## src/rtl/e1_tx_mf_feeder.sv

```systemverilog
// E1 TX multiframe feeder: binds host-submitted multiframe buffer descriptors to
// transmitted multiframes and serves the framer's per-timeslot byte fetches from RAM.
module e1_tx_mf_feeder #(
  parameter int MF_W       = 4,
  parameter int DEPTH_LOG2 = 2
) (
  input  logic              clk,
  input  logic              rst,
  input  logic [3:0]        fr_frame,
  input  logic [4:0]        fr_ts,
  input  logic              fr_mf_first,
  input  logic              fr_mf_last,
  input  logic              fr_req,
  output logic [7:0]        fr_data,
  output logic [1:0]        fr_crc_e,
  output logic              fr_rdy,
  output logic [MF_W+8:0]   buf_rd_addr,
  output logic              buf_rd_en,
  input  logic [7:0]        buf_rd_data,
  input  logic              sub_valid,
  input  logic [MF_W-1:0]   sub_mf,
  output logic              sub_ready,
  output logic              done_valid,
  output logic [MF_W-1:0]   done_mf,
  input  logic              ctrl_enable,
  input  logic [1:0]        ctrl_crc_e,
  input  logic              ctrl_uf_clr,
  output logic [15:0]       stat_uf_cnt,
  output logic [1:0]        dbg_state
);

  // Handshake: a descriptor transfers on any clock edge where sub_valid & sub_ready;
  // sub_ready depends only on FIFO fullness, never on sub_valid.

  typedef enum logic [1:0] {
    ST_IDLE     = 2'd0,
    ST_ACTIVE   = 2'd1,
    ST_UNDERRUN = 2'd2
  } state_t;

  localparam int DEPTH = 1 << DEPTH_LOG2;
  localparam logic [DEPTH_LOG2:0] PTR_ONE = 1;

  // Descriptor FIFO
  logic [MF_W-1:0]     fifo_mem_q [DEPTH];
  logic [DEPTH_LOG2:0] wr_ptr_q, rd_ptr_q, fifo_cnt;
  logic                fifo_full, fifo_empty, push, pop;

  // Control and pipeline state
  state_t              state_q, state_d;
  logic [MF_W-1:0]     cur_mf_q, cur_mf_d;
  logic [15:0]         uf_cnt_q, uf_cnt_d;
  logic [1:0]          crc_e_q;
  logic                rd_en_q, rd_en_d, rd_pend_q;
  logic [MF_W+8:0]     rd_addr_q;
  logic [7:0]          data_q;
  logic                rdy_q;
  logic                done_q, done_d;
  logic [MF_W-1:0]     done_mf_q;
  logic                eval;

  assign fifo_cnt   = wr_ptr_q - rd_ptr_q;
  assign fifo_full  = fifo_cnt[DEPTH_LOG2];
  assign fifo_empty = (fifo_cnt == '0);
  assign sub_ready  = ~fifo_full;
  assign push       = sub_valid & ~fifo_full;
  assign eval       = fr_req & fr_mf_first;
  assign pop        = eval & ctrl_enable & ~fifo_empty;

  always_ff @(posedge clk) begin
    if (push) fifo_mem_q[wr_ptr_q[DEPTH_LOG2-1:0]] <= sub_mf;
  end

  always_comb begin
    state_d  = state_q;
    cur_mf_d = cur_mf_q;
    uf_cnt_d = uf_cnt_q;
    done_d   = 1'b0;
    if (eval) begin
      if (ctrl_enable && !fifo_empty) begin
        state_d  = ST_ACTIVE;
        cur_mf_d = fifo_mem_q[rd_ptr_q[DEPTH_LOG2-1:0]];
      end else if (ctrl_enable) begin
        state_d = ST_UNDERRUN;
        if (uf_cnt_q != 16'hffff) uf_cnt_d = uf_cnt_q + 16'd1;
      end else begin
        state_d = ST_IDLE;
      end
    end else if (fr_req && fr_mf_last) begin
      done_d  = (state_q == ST_ACTIVE);
      state_d = ST_IDLE;
    end
    if (ctrl_uf_clr) uf_cnt_d = 16'd0;
    // The last request of a multiframe still reads under the state it arrived in.
    rd_en_d = fr_req & (eval ? (state_d == ST_ACTIVE) : (state_q == ST_ACTIVE));
  end

  always_ff @(posedge clk or posedge rst) begin
    if (rst) begin
      wr_ptr_q  <= '0;
      rd_ptr_q  <= '0;
      state_q   <= ST_IDLE;
      cur_mf_q  <= '0;
      uf_cnt_q  <= 16'd0;
      crc_e_q   <= 2'b11;
      rd_en_q   <= 1'b0;
      rd_pend_q <= 1'b0;
      rd_addr_q <= '0;
      data_q    <= 8'hff;
      rdy_q     <= 1'b0;
      done_q    <= 1'b0;
      done_mf_q <= '0;
    end else begin
      if (push) wr_ptr_q <= wr_ptr_q + PTR_ONE;
      if (pop)  rd_ptr_q <= rd_ptr_q + PTR_ONE;
      state_q   <= state_d;
      cur_mf_q  <= cur_mf_d;
      uf_cnt_q  <= uf_cnt_d;
      if (eval) crc_e_q <= ctrl_crc_e;
      rd_en_q   <= rd_en_d;
      rd_pend_q <= rd_en_q;
      if (rd_en_d) rd_addr_q <= {cur_mf_d, fr_frame, fr_ts};
      // A new request clears the previous byte; RAM data lands two cycles later.
      if (fr_req) begin
        rdy_q  <= 1'b0;
        data_q <= 8'hff;
      end else if (rd_pend_q) begin
        rdy_q  <= 1'b1;
        data_q <= buf_rd_data;
      end
      done_q <= done_d;
      if (done_d) done_mf_q <= cur_mf_q;
    end
  end

  assign fr_data     = data_q;
  assign fr_crc_e    = crc_e_q;
  assign fr_rdy      = rdy_q;
  assign buf_rd_addr = rd_addr_q;
  assign buf_rd_en   = rd_en_q;
  assign done_valid  = done_q;
  assign done_mf     = done_mf_q;
  assign stat_uf_cnt = uf_cnt_q;
  assign dbg_state   = state_q;

endmodule

```

## config.mk

```make
export PLATFORM = sky130hd
export DESIGN_NAME = e1_tx_mf_feeder
export DESIGN_NICKNAME = d
export VERILOG_FILES = /design/src/rtl/e1_tx_mf_feeder.sv
export SDC_FILE = /design/constraint.sdc
export NUM_CORES = 1
export LEC_CHECK = 0
export BUFFER_PORTS_ARGS = -buffer_cell sky130_fd_sc_hd__buf_2
export CORE_UTILIZATION = 26
export DETAILED_ROUTE_END_ITERATION = 7
export GPL_ROUTABILITY_DRIVEN = 0
export GPL_TIMING_DRIVEN = 0
export PLACE_DENSITY = 0.47
export SLEW_MARGIN = 25
export SYNTH_ARGS = -nofsm -noshare
export SYNTH_HDL_FRONTEND = slang
export SYNTH_SLANG_ARGS = --single-unit
```

## constraint.sdc

```tcl
create_clock -name clk -period 2.2 [get_ports clk]
set_input_delay 0.33 -clock clk [delete_from_list [all_inputs] [get_ports clk]]
set_output_delay 0.33 -clock clk [all_outputs]
set_load 0.005 [all_outputs]
```

Word level (Yosys, flattened, before mapping) --
Memories as Yosys holds them, arrays and structs flattened. Cells that the tools add are included.
Word-level totals: memories 1, register bits 59, output and inout bits 49, bits in writable memories 16, bits of input ports 31
Cells by class: muxes and demuxes 20, reductions and logical operators 9, bitwise logic cells 7, $add $sub $neg 4, eq/ne operators 4
Memories:
- fifo_mem_q | depth 4, width 4, rd ports 1, clocked after memory_dff 0, wr ports 1, RTL line 45 | logic [MF_W-1:0] fifo_mem_q [DEPTH];
Operators with widths (count):
- 16-bit two-way mux | 5
- 16-bit by 1-bit adder with 16-bit output, second input constant | 1
- 8-bit two-way mux | 2
- 16-bit inequality test, second input constant | 1
- 2-bit two-way mux | 4
- 4-bit two-way mux | 2
- 2-bit nonzero test | 4
- 1-bit two-way mux | 7
- 3-bit by 1-bit adder with 3-bit output, second input constant | 2
- 1-bit AND | 5
- 2-bit by 1-bit equality test with 1-bit output, second input constant | 2
- 4-bit AND reduction | 1
- 3-bit logical NOT | 1
- 3-bit subtractor | 1
- 1-bit logical AND | 2
- 2-bit inequality test, second input constant | 1
- 1-bit NOT | 2
- 1-bit logical NOT | 1

Logic depth before layout (Yosys ltp) --
Gate-level depths: netlist of the first run.
depth in word-level cells 9, mapped depth 8, depth with buffers taken out 7

Worst setup path before layout of the first run --
No wires, ideal clock.
path type reg2reg, start reg rd_ptr_q[1], end reg uf_cnt_q[10], in the netlist stat_uf_cnt[10], path slack -0.088 ns, stages on the path, launching flop included 8, required time 2.122 ns, data arrival time 2.211 ns, clock period less this slack 2.288 ns, path buffers 0, setup time 0.078 ns, cell sequence dfrtp_1 > inv_1 > ha_1 > nand2_1 > or3_4 > a2111o_1 > or3_1 > a21oi_1
Between the ends: word-level cells in the longest chain between the ends 6
RTL lines:
- start: declaration | RTL line 46 | logic [DEPTH_LOG2:0] wr_ptr_q, rd_ptr_q, fifo_cnt;
- start signal: assignment | RTL line 115 | if (pop) rd_ptr_q <= rd_ptr_q + PTR_ONE;
- 3-bit subtractor | RTL line 62 | assign fifo_cnt = wr_ptr_q - rd_ptr_q;
- 3-bit logical NOT | RTL line 64 | assign fifo_empty = (fifo_cnt == '0);
- 1-bit logical NOT | RTL line 80 | if (ctrl_enable && !fifo_empty) begin
- 1-bit logical AND | RTL line 80
- 2-bit inequality test (no source line)
- 4-bit AND reduction (no source line)
- end signal: assignment | RTL line 118 | uf_cnt_q <= uf_cnt_d;
- end: declaration | RTL line 52 | logic [15:0] uf_cnt_q, uf_cnt_d;
No other way between the ends. A chain may end at the register's enable or synchronous reset.

Final worst setup path of the first run --
start reg rd_ptr_q[0], end reg uf_cnt_q[14], in the netlist stat_uf_cnt[14]
The elaborated chain is that of the path after synthesis.

==> results of run 1 <==
## layer usage
layer | vias to the layer above | wire length (microns) | global-route usage, % | share of wire [%]
met4 | 0 | 83 | 4.33 | 1.2
met2 | 61 | 3200 | 17.3 | 46
li1 | 1130 | - | - | -
met5 | - | 0 | 0 | 0
met3 | 8 | 321 | 3.34 | 4.6
met1 | 1113 | 3330 | 14.9 | 48
## sequential cells by signal, summed over array words and instances, names as in the netlist
register     flops
done_valid       1
fr_rdy           1
fifo_mem_q      16
rd_ptr_q         3
buf_rd_en        1
dbg_state        2
rd_pend_q        1
cur_mf_q         4
wr_ptr_q         3
stat_uf_cnt     16
fr_crc_e         2
fr_data          8
done_mf          4
buf_rd_addr     13
## what timing repair did
action,4_1_cts,5_1_grt
pin swaps,6,4
hold endpoints to repair,2,0
hold buffers,1,0
resized for setup,8,10
setup buffers,7,0
endpoints found under the setup margin,28,26
## cell families after synthesis
kind of cell / share of synthesized area [%]
buf+inv: 2.22
mux: 10.3
xor+xnor: 2.14
fa+ha+maj: 3.06
compound gates: 10.3
simple gates: 11.9
flops: 60.2
## how the worst max path moves through the flow
stage / endpoint / slack [ns] / cells after the start
after floorplan: stat_uf_cnt[10] / 0.006 / 7
after detailed placement: stat_uf_cnt[2] / -0.22 / 8
after global placement: rd_ptr_q[1] / -0.65 / 2
after CTS: buf_rd_addr[1] / 0.01 / 6
final: stat_uf_cnt[14] / 0.04 / 6
after global routing: stat_uf_cnt[14] / -0.03 / 6
## cell usage after synthesis, drive strengths merged, types with 5 or more instances
library cell	count
nor2	8
a211o	8
a21oi	10
inv	10
o21ai	12
and3	6
dfrtp	49
edfxtp	16
nand3	8
nor2b	9
or3	10
xor2	5
dfstp	10
ha	8
nand2	14
clkbuf	5
mux2	20
## area by class of cell
type	instances	area share (%)
tap	168	4.85
multi-input combinational	160	30.1
timing repair buffer	87	11.2
buffer	9	0.923
clock buffer	11	5.86
inverter	10	0.923
sequential	75	45.4
clock inverter	5	0.750
## through the flow
step / hold slack [ns] / cell area (sq um)
after floorplan: 0.376 / 3280
after global placement: 0.364 / 3880
after detailed placement: 0.262 / 3920
after CTS: 0.200 / 4300
after global routing: 0.204 / 4340
final: 0.214 / 4340
## power by group
part	internal, uW	total [uW]	switching, uW	leakage (uW)
Clock	833	1390	557	0.000141
Combinational	830	1570	744	0.000861
Sequential	1830	2030	205	0.000874
Total	3490	5000	1510	0.00188
## cells in the final DEF, fill, tap and decap left out, drive strengths merged, types with 6 or more instances in the layout
| master | netlist | routed |
|---|---|---|
| edfxtp | 16 | 16 |
| nor2 | 8 | 8 |
| mux2 | 20 | 20 |
| nor2b | 9 | 9 |
| dfstp | 10 | 10 |
| a21oi | 10 | 10 |
| dfrtp | 49 | 49 |
| buf | 4 | 90 |
| clkbuf | 5 | 16 |
| nand3 | 8 | 8 |
| a211o | 8 | 8 |
| ha | 8 | 8 |
| and3 | 6 | 6 |
| or3 | 10 | 10 |
| inv | 10 | 12 |
| nand2 | 14 | 14 |
| o21ai | 12 | 12 |
==> flow_summary.json, run 1 <==
{
  "final_cells": 525,
  "critical_path.top_delay_family": "simple AND/OR/NAND/NOR gates",
  "clk_pin_slew_ns": 0.06,
  "tightest_slew_ns": 0.489,
  "rows": 40,
  "cts_buffers": 9,
  "wirelength_mm": 6.93,
  "reg2reg_to": "stat_uf_cnt[14]",
  "wl_per_cell_microns": 13.2,
  "gr-total-overflow": 0,
  "syn-num-nets": 293,
  "critPathArrivalTime_ns": 2.42,
  "finalSetupTns_ns": 0,
  "path_buf_inv": 0,
  "core_sq_um": 12100,
  "grt_max_degree": 48,
  "synthArstFlopShare_pct": 78.7,
  "startpoint": "rd_ptr_q[0]",
  "antenna_found_initial": 0,
  "firstDrtPassIters": 6,
  "ff2ff_path_depth": 6,
  "ios": 80,
  "hold_violations": 0,
  "required_ns": 2.45,
  "max_stage_delay_ns": 0.47,
  "setup_viol": 0,
  "syn-cell-area_sq_um": 3270,
  "worstHoldEndpoint": "fr_data[4]",
  "dieArea_sq_um": 13000,
  "ant_nets": 0,
  "skew_ns": 0.00750,
  "worst_setup_path_start_kind": "register",
  "p_total_uw": 5000,
  "nets": 391,
  "period_share_pct": 98.2,
  "outcome": "complete, no violations",
  "setup_slack_ns": 0.0389,
  "multi_input_area_sq_um": 1310,
  "groute.usage.overall_pct": 11.3,
  "synth_seq_cells": 75,
  "power_density_nw_per_um2": 1150,
  "area_growth_pct": 32.6,
  "cts.htree.levels": 3,
  "crit_path_frequent_cell": "or3_4",
  "max_freq_mhz": 463,
  "rsz0062_at_grt": "yes",
  "critPathMaxFanout": 7,
  "syn-instance-count": 254,
  "pre_cts_ws_ns": -0.218,
  "clock_latency_ns": 0.33,
  "antenna_cells": 0,
  "start_util_pct": 27.0,
  "reg2reg_from": "rd_ptr_q[0]",
  "worst_setup_path_end_kind": "register",
  "cts_tree": "done",
  "die_h_microns": 114,
  "maxSlewViolCount": 0,
  "ys_seq_area_share_pct": 60.2,
  "post-place-cells": 501,
  "period_minus_slack_ns": 2.16,
  "crit_chain": "ha_4, nor2b_4, or3_4, a2111o_1, or3_4, a21oi_2",
  "drt_iter0_markers": 84,
  "port_buffers": 78,
  "fin_util_pct": 35.8,
  "avgSynthCellArea_sq_um": 12.9,
  "worstHoldPathCells": 2,
  "hold_start": "buf_rd_data[4]",
  "synth.distinct_cells": 42,
  "rrSetupSlack_ns": 0.04,
  "yosysWarnings": 0,
  "hpwl_mm": 5.00,
  "clk_path_buf_depth": 2,
  "fillers": 1239,
  "p_leak_uw": 0.00188,
  "vdd_drop_max_v": 0.000394,
  "routed_via_density": 4.40,
  "grt_pass1_wl_mm": 11.4,
  "cts-root-buf": "clkbuf_16",
  "drive_above_1_share_pct": 44.3,
  "ff_latch_area_sq_um": 1970,
  "vias": 2312,
  "synth_edf_count": 16,
  "maxCapViolCount": 0,
  "netlist.area_leader.share_pct": 37.5,
  "crit_type": "reg -> reg",
  "synth_top_area_cell": "dfrtp_1",
  "holdCritPathClass": "in -> reg",
  "cp_slowest_cell": "a2111o_1",
  "cts_sinks": 75,
  "slew_headroom_pct": 67.4,
  "grt_pass1_vias": 2263,
  "die_x_microns": 114,
  "drcViolationCount": 0,
  "ys.flop_type": "dfrtp_1",
  "synth_area_leaders": "dfrtp_1, edfxtp_1, dfstp_2, mux2_2, ha_1"
}
No activity file was read; power rests on OpenSTA's default activity.
==> run 2: changes to the inputs <==
Settings changed: RECOVER_POWER set to 25.
==> run 2 against run 1 <==
  * Via count grew 0.30%
  * Fmax is the same
  * Critical path depth is the same
  * Largest cell class unchanged
==> flow_summary.json, run 2 (synthesis gave the netlist of run 1 again) <==
{
  "wirelength_mm": 6.96,
  "gr-total-overflow": 0,
  "antenna_found_initial": 0,
  "antenna_cells": 0,
  "tightest_slew_ns": 0.655,
  "grt_pass1_wl_mm": 11.4,
  "area_growth_pct": 31.8,
  "max_freq_mhz": 463,
  "nets": 391,
  "port_buffers": 78,
  "vias": 2319,
  "worst_setup_path_end_kind": "register",
  "clk_pin_slew_ns": 0.06,
  "fillers": 1243,
  "firstDrtPassIters": 6,
  "clock_latency_ns": 0.33,
  "final_common_cell": "buf_2",
  "ios": 80,
  "setup_slack_ns": 0.0389,
  "cts-root-buf": "clkbuf_16",
  "wl_per_cell_microns": 13.3,
  "ant_nets": 0,
  "p_leak_uw": 0.00185,
  "clk_path_buf_depth": 2,
  "ff_latch_area_sq_um": 1970,
  "p_total_uw": 4990,
  "cts_tree": "done",
  "grt_pass1_vias": 2263,
  "period_share_pct": 98.2,
  "hold_violations": 0,
  "dieArea_sq_um": 13000,
  "critPathMaxFanout": 7,
  "rows": 40,
  "holdCritPathClass": "in -> reg",
  "maxSlewViolCount": 0,
  "grt_max_degree": 48,
  "skew_ns": 0.00750,
  "die_x_microns": 114,
  "start_util_pct": 27.0,
  "slew_headroom_pct": 56.3,
  "final_cell_mix": "buf_2, dfrtp_1, mux2_2",
  "setup_viol": 0,
  "multi_input_area_sq_um": 1310,
  "required_ns": 2.45,
  "die_h_microns": 114,
  "cts.htree.levels": 3,
  "drive_above_1_share_pct": 42.9,
  "startpoint": "rd_ptr_q[0]",
  "hpwl_mm": 5.00,
  "drcViolationCount": 0,
  "finalSetupTns_ns": 0,
  "rsz0062_at_grt": "yes",
  "hold_start": "buf_rd_data[4]",
  "critPathArrivalTime_ns": 2.42,
  "pre_cts_ws_ns": -0.218,
  "cts_buffers": 9,
  "period_minus_slack_ns": 2.16,
  "maxCapViolCount": 0,
  "vdd_drop_max_v": 0.000394,
  "cts_sinks": 75,
  "routed_via_density": 4.42,
  "crit_type": "reg -> reg",
  "worst_setup_path_start_kind": "register",
  "drt_iter0_markers": 80,
  "core_sq_um": 12100,
  "outcome": "complete, no violations",
  "reg2reg_from": "rd_ptr_q[0]",
  "groute.usage.overall_pct": 11.3,
  "power_density_nw_per_um2": 1160
}
==> run 2: changes by cell type in the layout (fill, tap and decap cells not counted) <==
cell,delta
clkbuf_4,+1
clkinvlp_2,+1
clkbuf_1,+4
buf_2,-4
buf_16,-1
dfstp_2,-1
dfstp_1,+1
inv_4,-1
==> run 2: repair_timing <==
action                                 4_1_cts  5_1_grt
resized for setup                            8       10
setup endpoints to repair                   28       26
pin swaps                                    6        4
gates cloned                                 0        0
endpoints found under the hold margin        2        0
buffers inserted                             7        0
hold buffers                                 1        0
==> run 2: path summary, 6_finish.rpt <==
kind / to / slack [ns] / cells after the start
hold reg to reg: rd_pend_q / 0.37 / 0
setup / recovery: stat_uf_cnt[14] / 0.04 / 6
hold / removal: fr_data[4] / 0.21 / 2
min in group asynchronous: rd_pend_q / 0.57 / 3
setup reg to reg: stat_uf_cnt[14] / 0.04 / 6
max in group asynchronous: rd_ptr_q[1] / 0.55 / 4
==> run 2: per-stage QoR <==
step / hold slack [ns] / cell area [sq um] / utilization (%) / std cells
after detailed placement: 0.262 / 3920 / 32.3 / 501
after global routing: 0.204 / 4310 / 35.6 / 525
final: 0.214 / 4310 / 35.6 / 525
after floorplan: 0.376 / 3280 / - / 254
after CTS: 0.200 / 4300 / 35.5 / 525
after global placement: 0.364 / 3880 / 32.1 / 500
==> run 2: worst max-delay path, stage by stage, from the launching register on <==
cell	delay [ns]
dfrtp_1	0.41
ha_4	0.17
nor2b_4	0.13
or3_4	0.39
a2111o_1	0.47
or3_4	0.40
a21oi_2	0.11
==> run 2: area by class of cell <==
cell class	instances	area share [%]
plain buffers	9	0.929
clock buffers	11	5.89
clock inverters	5	0.754
inverters	10	0.900
multi-input cells	160	30.3
flip-flops and latches	75	45.7
well taps	168	4.88
repair buffers	87	10.7
==> run 2: power breakdown <==
| part | internal (uW) | switching (uW) |
|---|---|---|
| clock network | 833 | 557 |
| registers | 1830 | 206 |
| logic | 825 | 744 |
| total | 3480 | 1510 |
==> run 2: routing by layer <==
metal / wire length, microns / up-vias / GRT usage (%)
li1: - / 1130 / -
met1: 3340 / 1120 / 14.9
met2: 3220 / 61 / 17.3
met3: 318 / 8 / 3.34
met4: 83 / 0 / 4.33
met5: 0 / - / 0
==> run 3: changes to the inputs <==
Settings changed: CORE_MARGIN set to 2.
==> run 3 against run 2 <==
  * Global-route usage about the same
  * Sequential power about the same
  * Critical path depth increased by 1
  * Clock power increased by 26%
  * Worst setup slack improved by 0.029 ns
  * Largest power group unchanged
  * Critical path type unchanged
  * Highest routed layer unchanged
  * Cell count decreased by 0.57%
  * Combinational power decreased by 3%
==> flow_summary.json, run 3 (synthesis gave the netlist of run 1 again) <==
{
  "critPathMaxFanout": 6,
  "holdCritPathClass": "in -> reg",
  "drt_iter0_markers": 104,
  "ios": 80,
  "hold_violations": 0,
  "start_util_pct": 26.9,
  "pwr-share-comb_pct": 28.8,
  "p_int_uw": 3840,
  "p_leak_uw": 0.00187,
  "ant_nets": 0,
  "maxSlewViolCount": 0,
  "power_density_nw_per_um2": 1220,
  "routed_via_density": 4.44,
  "area_growth_pct": 33.3,
  "worst_setup_path_end_kind": "register",
  "antenna_found_initial": 0,
  "grt_pass1_wl_mm": 11.6,
  "setup_viol": 0,
  "port_buffers": 78,
  "clockPowerShare_pct": 32.9,
  "grt_pass1_vias": 2235,
  "reg2reg_from": "wr_ptr_q[0]",
  "wirelength_mm": 7.19,
  "p_sw_share_pct": 27.9,
  "startpoint": "wr_ptr_q[0]",
  "clk_pin_slew_ns": 0.06,
  "tightest_slew_ns": 1.10,
  "clock_latency_ns": 0.33,
  "seqPwrFrac_pct": 38.3,
  "cts.htree.levels": 3,
  "firstDrtPassIters": 4,
  "worst_setup_path_start_kind": "register",
  "period_minus_slack_ns": 2.13,
  "die_h_microns": 116,
  "whs_ns": 0.213,
  "required_ns": 2.46,
  "nets": 388,
  "final_cell_mix": "buf_2, dfrtp_1, mux2_2",
  "cts-root-buf": "clkbuf_16",
  "rsz0062_at_grt": "yes",
  "die_x_microns": 116,
  "vdd_drop_max_v": 0.000487,
  "max_freq_mhz": 469,
  "switching_power_uw": 1480,
  "hold_start": "buf_rd_data[0]",
  "wl_per_cell_microns": 13.8,
  "gr-total-overflow": 0,
  "cts_buffers": 9,
  "drive_above_1_share_pct": 42.7,
  "final_common_cell": "buf_2",
  "cts_tree": "done",
  "groute.usage.overall_pct": 11.2,
  "slew_headroom_pct": 26.2,
  "vias": 2316,
  "maxCapViolCount": 0,
  "outcome": "complete, no violations",
  "clk_path_buf_depth": 2,
  "rows": 40,
  "grt_max_degree": 36,
  "critPathArrivalTime_ns": 2.39,
  "skew_ns": 0.00891,
  "antenna_cells": 0,
  "cts_sinks": 75,
  "core_sq_um": 12200,
  "crit_type": "reg -> reg",
  "period_share_pct": 96.9,
  "drcViolationCount": 0,
  "hpwl_mm": 5.14,
  "finalSetupTns_ns": 0,
  "dieArea_sq_um": 13500
}
-- run 3: changes by cell type in the layout (fill, tap and decap cells not counted), sizes merged --
| cell | change |
|---|---|
| inv | -2 |
| clkinvlp | -1 |
| bufinv | +3 |
| buf | -2 |
| clkinv | -1 |
-- run 3: path summary, 6_finish.rpt --
path / depth (start not counted) / slack [ns] / endpoint
min in group asynchronous: 3 / 0.76 / buf_rd_addr[12]
hold reg to reg: 0 / 0.39 / rd_pend_q
setup / recovery: 7 / 0.07 / stat_uf_cnt[10]
max in group asynchronous: 4 / 0.33 / rd_ptr_q[1]
setup reg to reg: 7 / 0.07 / stat_uf_cnt[10]
hold / removal: 2 / 0.21 / fr_data[0]
-- run 3: area by class of cell --
| type | count | area, sq um |
|---|---|---|
| inverter | 10 | 38.8 |
| multi-input combinational | 160 | 1300 |
| fill | 1218 | 7800 |
| timing repair buffer | 85 | 440 |
| sequential | 75 | 1970 |
| buffer | 8 | 33.8 |
| tap | 168 | 210 |
| clock buffer | 12 | 268 |
| clock inverter | 4 | 95.1 |
-- run 3: metrics by stage --
| stage | power [uW] | util (%) | setup WS [ns] | area [sq um] | instances |
|---|---|---|---|---|---|
| finish | 5320 | 35.8 | 0.0680 | 4360 | 522 |
| global route | 5700 | 35.8 | -0.0992 | 4360 | 522 |
| CTS | 5370 | 35.7 | 0.00672 | 4340 | 522 |
| detailed placement | 3490 | 32.1 | -0.250 | 3910 | 501 |
| global placement | 3460 | 31.9 | -0.675 | 3880 | 500 |
| floorplan | 2970 | - | 0.00600 | 3280 | 254 |
-- run 3: timing repair --
| item | CTS | global route |
|---|---|---|
| setup buffers | 4 | 1 |
| resized for setup | 9 | 6 |
| endpoints found under the hold margin | 24 | 0 |
| pin swaps | 6 | 1 |
| hold buffers | 1 | 0 |
| endpoints found under the setup margin | 29 | 28 |
| gates cloned | 0 | 0 |
-- run 3: power groups by stage --
stage               Combinational (uW)  Clock, uW  Sequential [uW]
floorplan                          906          0             2060
global placement                  1390          0             2060
detailed placement                1410          0             2080
CTS                               1540       1800             2040
global route                      1740       1870             2090
finish                            1530       1750             2040
-- run 3: critical path: stages (launching register included) --
cell and delay [ns]:
dfrtp_1 0.36, inv_2 0.08, ha_4 0.16, nor2b_4 0.12
or3_4 0.39, a2111o_1 0.45, or3_4 0.36, a21oi_2 0.13
-- run 3: layer usage --
layer  GRT usage, %  vias up  wire length (microns)
met2           17.6       58                   3340
met3           3.48        4                    329
met1           15.1     1133                   3450
met4           3.33        0                     66
li1               -     1121                      -
met5              0        -                      0
